**config.mk**
```make
export PLATFORM = sky130hd
export DESIGN_NAME = mem_port_arbiter
export DESIGN_NICKNAME = d
export VERILOG_FILES = /design/src/rtl/cpu_mem_pkg.sv /design/src/rtl/mem_port_arbiter.sv
export SDC_FILE = /design/constraint.sdc
export NUM_CORES = 1
export LEC_CHECK = 0
export ABC_AREA = 1
export CAP_MARGIN = 20
export CORE_ASPECT_RATIO = 2
export CORE_MARGIN = 5
export CORE_UTILIZATION = 40
export DETAILED_ROUTE_END_ITERATION = 16
export MAX_ROUTING_LAYER = met4
export PLACE_DENSITY_LB_ADDON = 0.05
export RECOVER_POWER = 100
export SLEW_MARGIN = 20
export SYNTH_ARGS = -nofsm -noshare
export SYNTH_HDL_FRONTEND = slang
export SYNTH_SLANG_ARGS = --single-unit
```
**constraint.sdc**
```tcl
create_clock -name clk -period 3.39 [get_ports clk]
set_clock_uncertainty 0.15 [all_clocks]
set_input_delay 0.8475 -clock clk [delete_from_list [all_inputs] [get_ports clk]]
set_output_delay 0.8475 -clock clk [all_outputs]
set_load 0.02 [all_outputs]
```
**src/rtl/cpu_mem_pkg.sv**
```systemverilog
// Shared memory-port types for the 16-bit pipeline: arbiter states, port
// owner encoding, bus width defaults and the IF/DM grant rule.
package cpu_mem_pkg;

  localparam int DEF_ADDR_WIDTH = 16;
  localparam int DEF_DATA_WIDTH = 16;

  typedef enum logic [1:0] {
    IDLE  = 2'd0,
    ISSUE = 2'd1,
    WAIT  = 2'd2,
    RESP  = 2'd3
  } state_t;

  typedef enum logic {
    OWN_IF = 1'b0,
    OWN_DM = 1'b1
  } owner_t;

  // DM wins unless it held the previous grant and IF is waiting, so sustained
  // contention alternates. Only meaningful when at least one side is pending.
  function automatic owner_t pick_owner(input logic if_pend, input logic dm_pend,
                                        input owner_t last);
    if (dm_pend && !(last == OWN_DM && if_pend))
      return OWN_DM;
    return OWN_IF;
  endfunction

endpackage

```
**src/rtl/mem_port_arbiter.sv**
```systemverilog
// Shares one single-port memory between fetch (IF) and data (DM): one
// transaction in flight, sequenced issue -> fixed-latency wait -> response.
module mem_port_arbiter
  import cpu_mem_pkg::*;
#(
  parameter int ADDR_WIDTH  = DEF_ADDR_WIDTH,
  parameter int DATA_WIDTH  = DEF_DATA_WIDTH,
  parameter int MEM_LATENCY = 2
) (
  input  logic                  clk,
  input  logic                  rst,
  input  logic                  if_req,
  input  logic [ADDR_WIDTH-1:0] if_addr,
  output logic [DATA_WIDTH-1:0] if_rdata,
  output logic                  if_valid,
  input  logic                  dm_req,
  input  logic                  dm_we,
  input  logic [ADDR_WIDTH-1:0] dm_addr,
  input  logic [DATA_WIDTH-1:0] dm_wdata,
  output logic [DATA_WIDTH-1:0] dm_rdata,
  output logic                  dm_valid,
  output logic                  mem_en,
  output logic                  mem_we,
  output logic [ADDR_WIDTH-1:0] mem_addr,
  output logic [DATA_WIDTH-1:0] mem_wdata,
  input  logic [DATA_WIDTH-1:0] mem_rdata,
  output logic                  stall_if,
  output logic                  stall_mem,
  output logic                  busy
);

  state_t     state;
  owner_t     owner;
  owner_t     last_grant;
  logic [2:0] cnt;
  logic       lat_we;

  logic   if_pend;
  logic   dm_pend;
  logic   any_pend;
  owner_t nxt_owner;

  // In RESP the served side still holds req high, so it must not re-win.
  always_comb begin
    if_pend   = if_req & ~(state == RESP && owner == OWN_IF);
    dm_pend   = dm_req & ~(state == RESP && owner == OWN_DM);
    any_pend  = if_pend | dm_pend;
    nxt_owner = pick_owner(if_pend, dm_pend, last_grant);
  end

  assign stall_if  = if_req & ~if_valid;
  assign stall_mem = dm_req & ~dm_valid;
  assign busy      = (state != IDLE);

  always_ff @(posedge clk or posedge rst) begin
    if (rst) begin
      state      <= IDLE;
      owner      <= OWN_IF;
      last_grant <= OWN_IF;
      cnt        <= 3'd0;
      lat_we     <= 1'b0;
      mem_en     <= 1'b0;
      mem_we     <= 1'b0;
      mem_addr   <= '0;
      mem_wdata  <= '0;
      if_valid   <= 1'b0;
      dm_valid   <= 1'b0;
      if_rdata   <= '0;
      dm_rdata   <= '0;
    end else begin
      mem_en   <= 1'b0;
      mem_we   <= 1'b0;
      if_valid <= 1'b0;
      dm_valid <= 1'b0;
      if_rdata <= '0;
      dm_rdata <= '0;
      case (state)
        IDLE, RESP: begin
          if (any_pend) begin
            owner      <= nxt_owner;
            last_grant <= nxt_owner;
            mem_en     <= 1'b1;
            if (nxt_owner == OWN_DM) begin
              lat_we    <= dm_we;
              mem_we    <= dm_we;
              mem_addr  <= dm_addr;
              mem_wdata <= dm_wdata;
            end else begin
              lat_we    <= 1'b0;
              mem_addr  <= if_addr;
              mem_wdata <= '0;
            end
            state <= ISSUE;
          end else begin
            state <= IDLE;
          end
        end
        ISSUE: begin
          cnt   <= 3'(MEM_LATENCY - 1);
          state <= WAIT;
        end
        WAIT: begin
          if (cnt == 3'd0) begin
            // Valid/rdata registers form the response stage shown during RESP.
            if (owner == OWN_IF) begin
              if_valid <= 1'b1;
              if_rdata <= mem_rdata;
            end else begin
              dm_valid <= 1'b1;
              dm_rdata <= lat_we ? '0 : mem_rdata;
            end
            state <= RESP;
          end else begin
            cnt <= cnt - 3'd1;
          end
        end
        default: state <= IDLE;
      endcase
    end
  end

endmodule

```
* Word-level counts from Yosys, hierarchy flattened
Cells that the tools add are included.
Widths: inputs -> output; s select.
** Storage, ports and cells
- Input port bits :: 69
- ROM bits :: 0
- Output and inout port bits :: 71
- Memories kept :: 0
- Latch bits :: 0
- Flip-flop bits (word level) :: 75
- Logic and storage cells :: 68
- RAM bits :: 0
** Operators by class
- Multipliers :: 0
- Order comparisons :: 0
- Equality and inequality tests :: 5
- Shifts and indexed selects :: 0
- Muxes and demuxes :: 28
- Div/mod/pow operators :: 0
- $add $sub $neg :: 1
- Bitwise operators :: 10
- Reduce and logical (&&, ||, !) cells :: 12
** Operators by type and width (count)
- $mux 16 :: 9
- $mux 1 :: 15
- $pmux 2 s3 :: 1
- $pmux 3 s2 :: 1
- $not 1->1 :: 5
- $and 1x1->1 :: 4
- $eq 2x2->1 const B :: 2
- $logic_and 1x1->1 :: 4
- $ne 2x2->1 const B :: 2
- $reduce_and 2->1 :: 2
- $reduce_bool 2->1 :: 2
- $logic_not 3->1 :: 1
- $mux 3 :: 1
- $sub 3x1->3 const B :: 1
- $eq 2x1->1 const B :: 1
- $logic_not 2->1 :: 1
- $mux 2 :: 1
- $reduce_or 2->1 :: 1
- $logic_not 1->1 :: 1
- $or 1x1->1 :: 1

* Depth between registers and ports, before layout
- Word-level depth :: 12
- Depth in mapped cells :: 8
- Depth with buffers taken out :: 8

* Worst setup path before layout
No wires, ideal clock.
- Kind :: input -> output
- Start point :: in dm_req
- End point :: out stall_mem
- Required time :: 2393 ps
- Path buffers :: 2
- Stages on the path :: 4
- Arrival time :: 1667 ps
- Setup slack :: 726 ps
- Path through :: buf_2 clkbuf_1 inv_1 nor2_1
** Between the ends
- Longest elaborated chain between the ends :: 1
** Ends and longest elaborated chain
- from (decl) :: line mem_port_arbiter.sv:16 : input logic dm_req,
- $and 1x1->1 :: line mem_port_arbiter.sv:52 : assign stall_mem = dm_req & ~dm_valid;
- to (decl) :: line mem_port_arbiter.sv:28 : output logic stall_mem,
No other way between the ends.

* Final worst setup path
- Start point :: in if_req
- End point :: out stall_if
** Between the ends
- Longest elaborated chain between the ends :: 1
** Ends and longest elaborated chain
- from (decl) :: line mem_port_arbiter.sv:12 : input logic if_req,
- $and 1x1->1 :: line mem_port_arbiter.sv:51 : assign stall_if = if_req & ~if_valid;
- to (decl) :: line mem_port_arbiter.sv:27 : output logic stall_if,
No other way between the ends.

==> metrics <==
Routed WL per cell=14.50 microns; antenna violations before repair=0; Synth Cell Area=3062 sq um; cell accounting for the most synthesized area=dfrtp_1; max cap viols=0; CTS resizes=0; outcome=complete, no violations; Synth top area share=61.30%; chip width=71.87 microns; Critical Path RT=2.39 ns; I/O pins=140; Internal Power=2378 uW; CP Launch Type=input port; Clock transition at path regs=0.05 ns; RSZ-0062 raised after global routing=false; top cells by area, synth=dfrtp_1, nand2_1, nor2_1, inv_1, nand4_1; Worst Tran Pin Value=1.276 ns; Ant. Diodes=0; TNS Setup=0 ns; final worst path period share=95.80%; worst-path fanout max=3; Synth cell types=21; dpl hpwl=6241 microns; YS warnings=0; Switching Share=37.86%; drt initial violations=98; total power=3826 uW; Post-CTS Hold Fix Bufs=0; clk root buf=clkbuf_16; Hold Fails Final Rpt=0; die height=133.7 microns; post-layout min period=3.247 ns; DRC=0; Fin Hold WS=0.3132 ns; grt total ovfl=0; Syn Area/Cell=9.167 sq um; TritonCTS buffer count=9; Initial Util=40.58%; clk buf depth=2; worst vdd ir=0.0004412 V; Finish-stage setup viols=0; input/output buffers=139; commonest non-fill, non-tap cell in the layout=nand2_1; Hold Crit Depth=2; DR vias=2632; core box area=7545 sq um; DRT Pass-1 Iters=4; vias in the first global route=2762; die area=9610 sq um; TritonCTS clock tree=done; Syn Nets=409; crit path kind=in2out; max-slew violations=0; share of cells above drive strength 1=5.219%; most frequent cells in the layout=nand2_1, dfrtp_1, dlygate4sd3_1; post-synthesis sequential area ratio=61.30%; Seq pwr share=33.2%; Setup crit end kind=output port; Total Wirelength=8308 microns; WP data arrival=2.25 ns; Slew headroom=14.90%; Hold Crit Class=reg2reg; Post-DRT Antenna Nets=0; Area Growth Syn to Fin=55.91%; # rows=45; Max Freq=307.9 MHz; Synth Register Bits=75; Reg2Reg Depth=6; pwr dens=801.6 nW/um^2; worst-skew pair later-pin latency=0.32 ns; RD Place Congestion=0.7880; Global Route Usage Sum=18.67%; Clk pwr share=25.3%; largest net degree at the start of global routing=53; Final nets=549; Post-CTS Setup Bufs=0; Leak Pwr=0.002614 uW; Sw Pwr=1449 uW; vias per cell=4.593; H-tree depth=3; Syn Inst Count=334; first-pass GRT wire length=13370 microns; CTS Sinks=75; Comb power frac=41.5%
[cells in the mapped netlist (all sizes together)]
cell type,number
ha,6
o22ai,2
o21ai,4
nand2,145
nand3,2
nor3,1
nor2,36
inv,33
nand4,16
clkbuf,3
buf,9
a21oi,2
dfrtp,75
[cells by family (layout without fill, tap and decap cells)]
logic type	count (synthesis)	count (layout)	synth area share, %
DFF	75	75	61.30
AOI/OAI and AO/OA	8	8	1.757
and+or+nand+nor	200	200	27.71
adders and majority gates	6	6	2.452
buffers and inverters	45	190	6.784
[worst paths after layout]
| path | startpoint | end | slack [ns] |
|---|---|---|---|
| setup reg to reg | state[0]$_DFFE_PP0P_ | mem_addr[14]$_DFFE_PP0P_ | 0.81 |
| min in group asynchronous | rst | mem_wdata[10]$_DFFE_PP0P_ | 1.03 |
| max in group asynchronous | rst | dm_rdata[8]$_DFF_PP0_ | 0.74 |
| setup / recovery | if_req | stall_if | 0.14 |
| hold / removal | mem_wdata[3]$_DFFE_PP0P_ | mem_wdata[3]$_DFFE_PP0P_ | 0.31 |
| hold reg to reg | mem_wdata[3]$_DFFE_PP0P_ | mem_wdata[3]$_DFFE_PP0P_ | 0.31 |
[critical path, stage by stage]
cell and delay [ns]:
clkdlybuf4s50_1 0.55, inv_1 0.08, nor2_1 0.08, dlygate4sd3_1 0.70
[sequential cells by signal, summed over array words and instances (netlist names)]
name	count
mem_en	1
state	2
dm_valid	1
mem_we	1
lat_we	1
cnt	3
mem_wdata	16
if_rdata	16
last_grant	1
mem_addr	16
dm_rdata	16
if_valid	1
[power by group through the flow]
stage / Clock [uW] / Sequential [uW] / Combinational (uW)
6_report: 969 / 1270 / 1590
4_1_cts: 995 / 1280 / 1750
5_1_grt: 1040 / 1300 / 1760
2_1_floorplan: 0 / 1540 / 829
3_5_place_dp: 0 / 1290 / 1740
3_3_place_gp: 0 / 1280 / 1710
[through the flow]
step                      area [sq um]  setup WS (ns)  util, %  std cells
final                             4773         0.1425    63.27        573
after detailed placement          4514         0.2180    59.83        557
after global routing              4773        0.07689    63.27        573
after floorplan                   3062         0.4825        -        334
after CTS                         4828         0.2112    64.00        573
after global placement            4514         0.2209    59.83        557
[area by class of cell]
cell class,count,area [sq um]
Clock inverter,4,47.55
Timing Repair Buffer,141,1404
Inverter,33,123.9
Clock buffer,12,266.5
Fill cell,662,2771
Sequential cell,75,1877
Tap cell,94,117.6
Multi-Input combinational cell,214,937.1
[metal layers]
| layer | global-route usage [%] | vias to the layer above | routed length (microns) |
|---|---|---|---|
| met5 | - | - | 0 |
| met4 | 8.054 | 0 | 209 |
| met3 | 4.003 | 16 | 478 |
| met2 | 33.30 | 88 | 4717 |
| met1 | 19.16 | 1230 | 2903 |
| li1 | - | 1298 | - |
(Power assumes the default switching activity.)
